==> config.mk <==
export PLATFORM = sky130hd
export DESIGN_NAME = wieg_regeling
export DESIGN_NICKNAME = d
export VERILOG_FILES = /design/src/rtl/wieg_regeling_pkg.sv /design/src/rtl/wieg_regeling_stap_gen.sv /design/src/rtl/wieg_regeling.sv
export SDC_FILE = /design/constraint.sdc
export NUM_CORES = 1
export LEC_CHECK = 0
export BUFFER_PORTS_ARGS = -buffer_cell sky130_fd_sc_hd__buf_2
export CAP_MARGIN = 20
export CORE_AREA = 2 2 73 75
export DETAILED_ROUTE_END_ITERATION = 10
export DIE_AREA = 0 0 75 77
export PLACE_DENSITY = 0.81
export SLEW_MARGIN = 20
export SYNTH_ARGS = -nofsm -noshare
export SYNTH_HDL_FRONTEND = slang
export SYNTH_HIERARCHICAL = 1
export SYNTH_SLANG_ARGS = --single-unit
==> constraint.sdc <==
create_clock -name clk -period 14.5 [get_ports clk]
set_input_delay 0.725 -clock clk [delete_from_list [all_inputs] [get_ports clk]]
set_output_delay 0.725 -clock clk [all_outputs]
set_load 0.005 [all_outputs]
==> src/rtl/wieg_regeling_pkg.sv <==
// wieg_regeling_pkg: shared types and helpers for the rocking controller
//   SET_W        width of a speed/amplitude setting (0..7)
//   state_t      controller states UIT/ACTIEF/RUST
//   eval_t       stress evaluation classes DALING/GELIJK/STIJGING
//   instelling_t packed (snel, hoek) setting pair
package wieg_regeling_pkg;
  localparam int SET_W = 3;
  typedef logic [SET_W-1:0] setting_t;
  typedef enum logic [1:0] {UIT, ACTIEF, RUST} state_t;
  typedef enum logic [1:0] {DALING, GELIJK, STIJGING} eval_t;
  typedef struct packed {
    setting_t snel;
    setting_t hoek;
  } instelling_t;
  // a decrease wins over "unchanged" when both flags are raised
  function automatic eval_t classify(input logic d, input logic g);
    return d ? DALING : g ? GELIJK : STIJGING;
  endfunction
  // next setting up: speed first, then amplitude with speed back to 1; (7,7) is the ceiling
  function automatic instelling_t escalate(input instelling_t i);
    instelling_t o;
    o = i;
    if (i.snel != setting_t'(7))
      o.snel = i.snel + setting_t'(1);
    else if (i.hoek != setting_t'(7)) begin
      o.snel = setting_t'(1);
      o.hoek = i.hoek + setting_t'(1);
    end
    return o;
  endfunction
  function automatic setting_t dec_sat(input setting_t v);
    return (v > setting_t'(1)) ? v - setting_t'(1) : setting_t'(1);
  endfunction
endpackage

==> src/rtl/wieg_regeling_stap_gen.sv <==
// stap_gen: motor step pulse generator with period STAP_DIV*(8-snelheid)
//   clk       system clock
//   reset     asynchronous active-low reset
//   snelheid  current speed setting, 0 disables pulses
//   stap      one-cycle step pulse at the end of each period
module stap_gen
  import wieg_regeling_pkg::*;
#(
  parameter int STAP_DIV = 1000
) (
  input  logic             clk,
  input  logic             reset,
  input  logic [SET_W-1:0] snelheid,
  output logic             stap
);
  localparam int CW = $clog2(8 * STAP_DIV);
  logic [CW-1:0] cnt, eff, last_cnt;
  logic [SET_W-1:0] last;
  assign last_cnt = CW'(STAP_DIV * (8 - int'(snelheid)) - 1);
  // a speed change restarts the period in the very cycle it becomes visible
  assign eff = (snelheid != last) ? '0 : cnt;
  assign stap = (snelheid != '0) && (eff == last_cnt);
  always_ff @(posedge clk or negedge reset)
    if (!reset) begin
      cnt  <= '0;
      last <= '0;
    end else begin
      cnt  <= (eff == last_cnt) ? '0 : eff + CW'(1);
      last <= snelheid;
    end
endmodule

==> src/rtl/wieg_regeling.sv <==
// wieg_regeling: stress-driven rocking controller (speed/amplitude escalation, rest, step pulses)
//   clk       system clock, rising edge
//   reset     asynchronous active-low reset
//   aan       rocking enable (level)
//   evalTick  one-cycle strobe qualifying gedaald/gelijk
//   gedaald   stress decreased
//   gelijk    stress unchanged
//   snelheid  speed setting 0..7
//   hoek      amplitude setting 0..7
//   stap      one-cycle motor step pulse
//   rust      high while resting
module wieg_regeling
  import wieg_regeling_pkg::*;
#(
  parameter int STAP_DIV   = 1000,
  parameter int GELIJK_MAX = 3,
  parameter int RUST_MAX   = 4
) (
  input  logic             clk,
  input  logic             reset,
  input  logic             aan,
  input  logic             evalTick,
  input  logic             gedaald,
  input  logic             gelijk,
  output logic [SET_W-1:0] snelheid,
  output logic [SET_W-1:0] hoek,
  output logic             stap,
  output logic             rust
);
  localparam int GW = $clog2(GELIJK_MAX + 1);
  localparam int RW = $clog2(RUST_MAX + 1);
  state_t state;
  instelling_t cur, prev;
  logic [GW-1:0] gcnt, gnext;
  logic [RW-1:0] rcnt, rnext;
  logic g_full, r_full;
  eval_t cls;
  assign cls = classify(gedaald, gelijk);
  assign gnext = gcnt + GW'(1);
  assign rnext = rcnt + RW'(1);
  assign g_full = gnext == GW'(GELIJK_MAX);
  assign r_full = rnext == RW'(RUST_MAX);
  assign snelheid = cur.snel;
  assign hoek = cur.hoek;
  always_ff @(posedge clk or negedge reset)
    if (!reset) begin
      state <= UIT;
      cur   <= '0;
      prev  <= '0;
      gcnt  <= '0;
      rcnt  <= '0;
      rust  <= 1'b0;
    end else if (!aan) begin
      state <= UIT;
      cur   <= '0;
      prev  <= '0;
      gcnt  <= '0;
      rcnt  <= '0;
      rust  <= 1'b0;
    end else begin
      unique case (state)
        UIT: begin
          state <= ACTIEF;
          cur   <= {setting_t'(1), setting_t'(1)};
          prev  <= {setting_t'(1), setting_t'(1)};
          gcnt  <= '0;
          rcnt  <= '0;
        end
        ACTIEF:
          if (evalTick)
            unique case (cls)
              STIJGING: begin
                cur  <= prev;
                gcnt <= '0;
                rcnt <= '0;
              end
              GELIJK: begin
                rcnt <= '0;
                gcnt <= g_full ? '0 : gnext;
                if (g_full) begin
                  prev <= cur;
                  cur  <= escalate(cur);
                end
              end
              default: begin
                prev <= cur;
                gcnt <= '0;
                rcnt <= r_full ? '0 : rnext;
                if (r_full) begin
                  state <= RUST;
                  rust  <= 1'b1;
                end
              end
            endcase
        RUST:
          if (evalTick) begin
            if (cls == STIJGING) begin
              state <= ACTIEF;
              rust  <= 1'b0;
              cur   <= prev;
            end else
              cur <= {dec_sat(cur.snel), dec_sat(cur.hoek)};
          end
        default: state <= UIT;
      endcase
    end
  stap_gen #(.STAP_DIV(STAP_DIV)) u_stap (
    .clk      (clk),
    .reset    (reset),
    .snelheid (snelheid),
    .stap     (stap)
  );
endmodule

### Word-level counts from Yosys, hierarchy flattened

Index checks and enable logic that the tools add are counted.
Widths: inputs -> output; s select.

| storage, ports and cells | value |
|---|---|
| register bits after elaboration | 36 |
| input bits | 6 |
| output and inout bits | 8 |
| logic and storage cells | 101 |

| operators by class | value |
|---|---|
| $add $sub $neg | 9 |
| multipliers | 1 |
| magnitude comparators | 2 |
| equal/unequal tests | 24 |
| muxes and demuxes | 45 |
| reductions and logical operators | 10 |

Operator list:

| kind | count |
|---|---|
| $mux 6 | 9 |
| $pmux 6 s2 | 3 |
| $mul 8x32->10 const A | 1 |
| $mux 13 | 2 |
| $mux 2 | 12 |
| $mux 3 | 8 |
| $ne 3x3->1 const B | 8 |
| $pmux 6 s3 | 1 |
| $ne 4x4->1 const B | 4 |
| $add 13x1->13 const B | 1 |
| $eq 13x13->1 | 1 |
| $sub 13x2->13 const B | 1 |
| $reduce_and 6->1 | 2 |
| $add 3x1->3 const B | 3 |
| $reduce_and 7->1 | 1 |
| $eq 2x2->1 const B | 3 |
| $gt 3x1->1 const B | 2 |
| $mux 1 | 6 |
| $ne 3x1->1 const B | 2 |
| $pmux 2 s3 | 1 |
| $pmux 3 s2 | 1 |
| $sub 3x1->3 const B | 2 |
| $ne 5x5->1 const B | 1 |
| $reduce_and 5->1 | 1 |
| other kinds (14) | 15 |

### Logic depth before layout (Yosys ltp)

| logic depth | value |
|---|---|
| depth after elaboration | 8 |
| gate-level depth with buffers | 20 |
| depth with buffers taken out | 18 |

### By module

Netlist, hierarchy kept.

Modules (own cells, without submodules):

| module | times used | cells an instance | area an instance (um2) | seq. area each (um2) |
|---|---|---|---|---|
| stap_gen | 1 | 170 | 1,590.3 | 400.4 |
| wieg_regeling | 1 | 157 | 1,521.5 | 500.5 |

### Worst setup path after synthesis

Ideal clock, no wire load.

| timing path | value |
|---|---|
| path kind | flip-flop to output port |
| start point | register cur, in the netlist snelheid[0] |
| end point | output port stap |
| data arrival time | 4,716 ps |
| data required time | 13,775 ps |
| path slack | 9,059 ps |
| stages on the path, launching flop included | 20 |
| buffers on the path | 1 |
| cells stage by stage | dfrtp_1 > buf_6 > inv_1 > ha_1 > ha_1 > inv_1 > ha_1 > inv_1 > ha_1 > xor2_1 > ha_1 > a21o_1 > ha_1 > a221oi_1 > o21ai_0 > xor2_1 > a2111oi_4 > xnor3_1 > nor4_4 > nor2b_1 |

| on the way | value |
|---|---|
| longest elaborated chain between the ends | 5 |
| elaborated cells between the ends (all ways) | 8 |
| those cells by class | 2 x add/sub; 1 x mul; 2 x eq/ne; 1 x mux; 2 x reduce/logical |

RTL lines:

| item | RTL line | source |
|---|---|---|
| start, declared | wieg_regeling.sv:33 | `instelling_t cur, prev;` |
| start signal, assigned | wieg_regeling.sv:64 | `cur <= {setting_t'(1), setting_t'(1)};` |
| start signal, assigned | wieg_regeling.sv:73 | `cur <= prev;` |
| start signal, assigned | wieg_regeling.sv:82 | `cur <= escalate(cur);` |
| $sub 4x3->5 | wieg_regeling_stap_gen.sv:19 | `assign last_cnt = CW'(STAP_DIV * (8 - int'(snelheid)) - 1);` |
| $mul 8x32->10 | wieg_regeling_stap_gen.sv:19 |  |
| $sub 13x2->13 | wieg_regeling_stap_gen.sv:19 |  |
| $eq 13x13->1 | wieg_regeling_stap_gen.sv:22 | `assign stap = (snelheid != '0) && (eff == last_cnt);` |
| $logic_and 1x1->1 (*) | wieg_regeling_stap_gen.sv:22 |  |
| end, declared | wieg_regeling.sv:27 | `output logic stap,` |

Every way passes the cells marked *; elsewhere a longest branch is shown, timed or not.

### Final worst setup path

Same ends and word-level chain as after synthesis.

==> results.sh <==
export IMPL_rows=26
export IMPL_post_dp_cell_area_um2=3180
export IMPL_grt_max_degree=37
export IMPL_syn_num_nets=371
export IMPL_core_um2=4980
export IMPL_antenna_left=0
export IMPL_path_cells="inv_1 > ha_1 > ha_1 > inv_1 > ha_1 > inv_1 > ha_1 > xor2_1 > ha_1 > a21o_1 > ha_1 > a221oi_1 > o21ai_0 > xor2_1 > a2111oi_4 > xnor3_1 > nor4_4 > nor2b_1 > buf_2"
export IMPL_synth_avg_cell_area_um2=9.52
export IMPL_clkTransAtPathRegs_ns=0.07
export IMPL_antenna_found_initial=0
export IMPL_fin_cells=406
export IMPL_ys_flop_type="dfrtp_1"
export IMPL_die_y_um=77
export IMPL_post_cts_buffers=0
export IMPL_async_reset_ff_frac=1.00
export IMPL_postCtsHoldBufs=0
export IMPL_cp_required_ns=13.78
export IMPL_worstMarginPinSlew_ns=0.847
export IMPL_dr_pass1_iters=4
export IMPL_drt_iter0_markers=354
export IMPL_cts_tree="done"
export IMPL_cts_resized=0
export IMPL_clock_skew_ns=0.00601
export IMPL_regArea_um2=901
export IMPL_slowest_stage="dfrtp_1"
export IMPL_crit_fanout=22
export IMPL_finalSetupViolCount=0
export IMPL_p_leak_nw=1.47
export IMPL_hold_viol=0
export IMPL_drcViolationCount=0
export IMPL_fill_cells=392
export IMPL_grt_first_pass_wirelength_um=11200
export IMPL_nets=379
export IMPL_clock_latency_ns=0.29
export IMPL_critPathArrivalTime_ns=6.09
export IMPL_finish_instance_area_um2=3290
export IMPL_outcome="finished, final reports clean"
export IMPL_vias_per_cell=6.02
export IMPL_cpPeakStageDelay_ns=0.90
export IMPL_worstSetupPathDepth=19
export IMPL_hold_class="in2async"
export IMPL_r2r_cells=18
export IMPL_cap_violations=0
export IMPL_root_buffer="clkbuf_8"
export IMPL_yosys_warnings=6
export IMPL_final_common_cell="dfrtp_1"
export IMPL_dp_cells=398
export IMPL_routedWlPerCell_um=16.0
export IMPL_fmax_mhz=147
export IMPL_port_buffers=13
export IMPL_initial_core_util=0.625
export IMPL_multi_input_area_um2=2030
export IMPL_synth_edf_count=0
export IMPL_layout_common_cells="dfrtp_1 (36), ha_1 (35), inv_1 (25)"
export IMPL_start_kind="flip-flop"
export IMPL_worstSetupEndpointType="output port"
export IMPL_finalMaxSlewViolations=0
export IMPL_die_w_um=75
export IMPL_wirelength_um=6510
export IMPL_relSlewSlack=0.435
export IMPL_drive_above_1_share=0.113
export IMPL_syn_area_um2=3110
export IMPL_crit_family="adder cells"
export IMPL_power_density_nw_per_um2=213
export IMPL_cts_sinks=36
export IMPL_pin_count=14
export IMPL_period_share=0.470
export IMPL_numCtsBuffers=5
export IMPL_ys_seq_elements=36
export IMPL_post_dp_hpwl_um=4620
export IMPL_track_usage=0.248
export IMPL_synth_cell_types=63
export IMPL_path_common_cell="ha_1"
export IMPL_worst_setup_path_type="reg2out"
export IMPL_cts_buffer_depth=2
export IMPL_ys_seq_area_frac=0.290
export IMPL_tns_ns=0
export IMPL_htree_levels=2
export IMPL_rsz0062_at_grt="no"
export IMPL_gp_congestion=0.829
export IMPL_crit_buf_inv=4
export IMPL_vdd_drop_max_mv=0.165
export IMPL_grt_overflow_total=0
export IMPL_antenna_cells=0
export IMPL_area_growth_pct=5.83
export IMPL_period_needed_ns=6.81
export IMPL_dieArea_um2=5780
export IMPL_vias=2444
export IMPL_grt_pass1_vias=2332
export IMPL_synthCells=327
[synthesized netlist by cell type, types with 2 or more instances]
cell type / n / share of area
a211oi_1: 5 / 0.012
a21o_1: 3 / 0.0072
a21oi_1: 9 / 0.014
a21oi_2: 2 / 0.0056
a221oi_1: 2 / 0.0056
a311oi_1: 2 / 0.0056
a31oi_1: 4 / 0.0080
a32oi_1: 2 / 0.0056
and2_1: 2 / 0.0040
and3_1: 4 / 0.0080
buf_2: 3 / 0.0048
buf_6: 4 / 0.014
clkbuf_1: 4 / 0.0048
dfrtp_1: 36 / 0.29
fa_1: 3 / 0.019
ha_1: 35 / 0.14
inv_1: 25 / 0.030
mux2_1: 2 / 0.0072
mux2_4: 4 / 0.019
mux2i_1: 6 / 0.019
nand2_1: 21 / 0.025
nand2b_1: 10 / 0.020
nand3_1: 10 / 0.016
nand3b_1: 4 / 0.0097
nand4_1: 6 / 0.012
nand4b_1: 2 / 0.0056
nor2_1: 19 / 0.023
nor2b_1: 3 / 0.0060
nor3_1: 12 / 0.019
o211ai_1: 2 / 0.0048
o21ai_0: 10 / 0.016
o21ai_1: 2 / 0.0032
o21bai_1: 2 / 0.0048
o2bb2ai_1: 5 / 0.014
or3_1: 2 / 0.0040
xnor2_1: 20 / 0.056
xor2_1: 14 / 0.039
[per-layer routing]
layer,GRT usage,vias to the layer above,share of wire
li1,-,1181,-
met1,0.359,1184,0.46
met2,0.368,66,0.46
met3,0.0434,13,0.050
met4,0.0857,0,0.023
met5,0,-,0
[metrics by stage]
step / power [mW] / util / hold WS, ns / setup WS (ns)
5_1_grt: 0.755 / 0.662 / 0.540 / 7.23
4_1_cts: 0.702 / 0.662 / 0.526 / 7.66
3_5_place_dp: 0.610 / 0.639 / 0.514 / 8.01
2_1_floorplan: 0.532 / - / 0.429 / 9.06
3_3_place_gp: 0.594 / 0.639 / 0.488 / 8.27
6_report: 0.701 / 0.662 / 0.529 / 7.69
[registers in the layout, summed over array words and instances, names as in the netlist]
name         cells
rust             1
u_stap/last      3
u_stap/cnt      13
prev             6
hoek             3
gcnt             2
state            2
rcnt             3
snelheid         3
[power by group]
group / switching [mW] / internal (mW) / total, mW
clock: 0.0374 / 0.0509 / 0.0883
combinational: 0.269 / 0.219 / 0.487
sequential: 0.0148 / 0.110 / 0.125
[layout make-up]
| type | count | share of cell area |
|---|---|---|
| multi-input cells | 254 | 0.618 |
| well taps | 70 | 0.0266 |
| repair buffers | 13 | 0.0198 |
| clock buffers | 5 | 0.0209 |
| clock inverters | 3 | 0.0129 |
| flip-flops and latches | 36 | 0.274 |
| inverters | 25 | 0.0285 |
[worst reg2reg max path: cells and delay by family, from the launching register on]
kind                       cells  cell delay (ns)
xor gates and xnor gates       3             0.77
AOI/OAI and AO/OA              4             0.92
adders and majority gates      6             1.73
DFF                            1             0.90
and+or+nand+nor                2             0.79
buffers and inverters          3             0.52
[logic make-up (layout without fill, tap and decap cells)]
| logic type | after synthesis | after routing | share of synthesized area |
|---|---|---|---|
| fa+ha+maj | 38 | 38 | 0.160 |
| mux | 13 | 13 | 0.0495 |
| compound gates | 62 | 62 | 0.150 |
| buf+inv | 37 | 46 | 0.0567 |
| flops | 36 | 36 | 0.290 |
| simple gates | 106 | 106 | 0.192 |
| xor+xnor | 35 | 35 | 0.103 |
[worst paths after layout]
path / startpoint / end / slack [ns]
min: reset / snelheid[1]$_DFFE_PN0P_ / 0.53
max reg2reg: snelheid[0]$_DFFE_PN0P_ / u_stap/cnt[12]$_DFF_PN0_ / 8.74
min reg2reg: rcnt[2]$_DFFE_PN0P_ / rcnt[2]$_DFFE_PN0P_ / 0.53
min in group clk: rcnt[2]$_DFFE_PN0P_ / rcnt[2]$_DFFE_PN0P_ / 0.53
max: snelheid[0]$_DFFE_PN0P_ / stap / 7.69
max in group asynchronous: reset / hoek[1]$_DFFE_PN0P_ / 13.46
No activity file was read; power rests on OpenSTA's default activity.
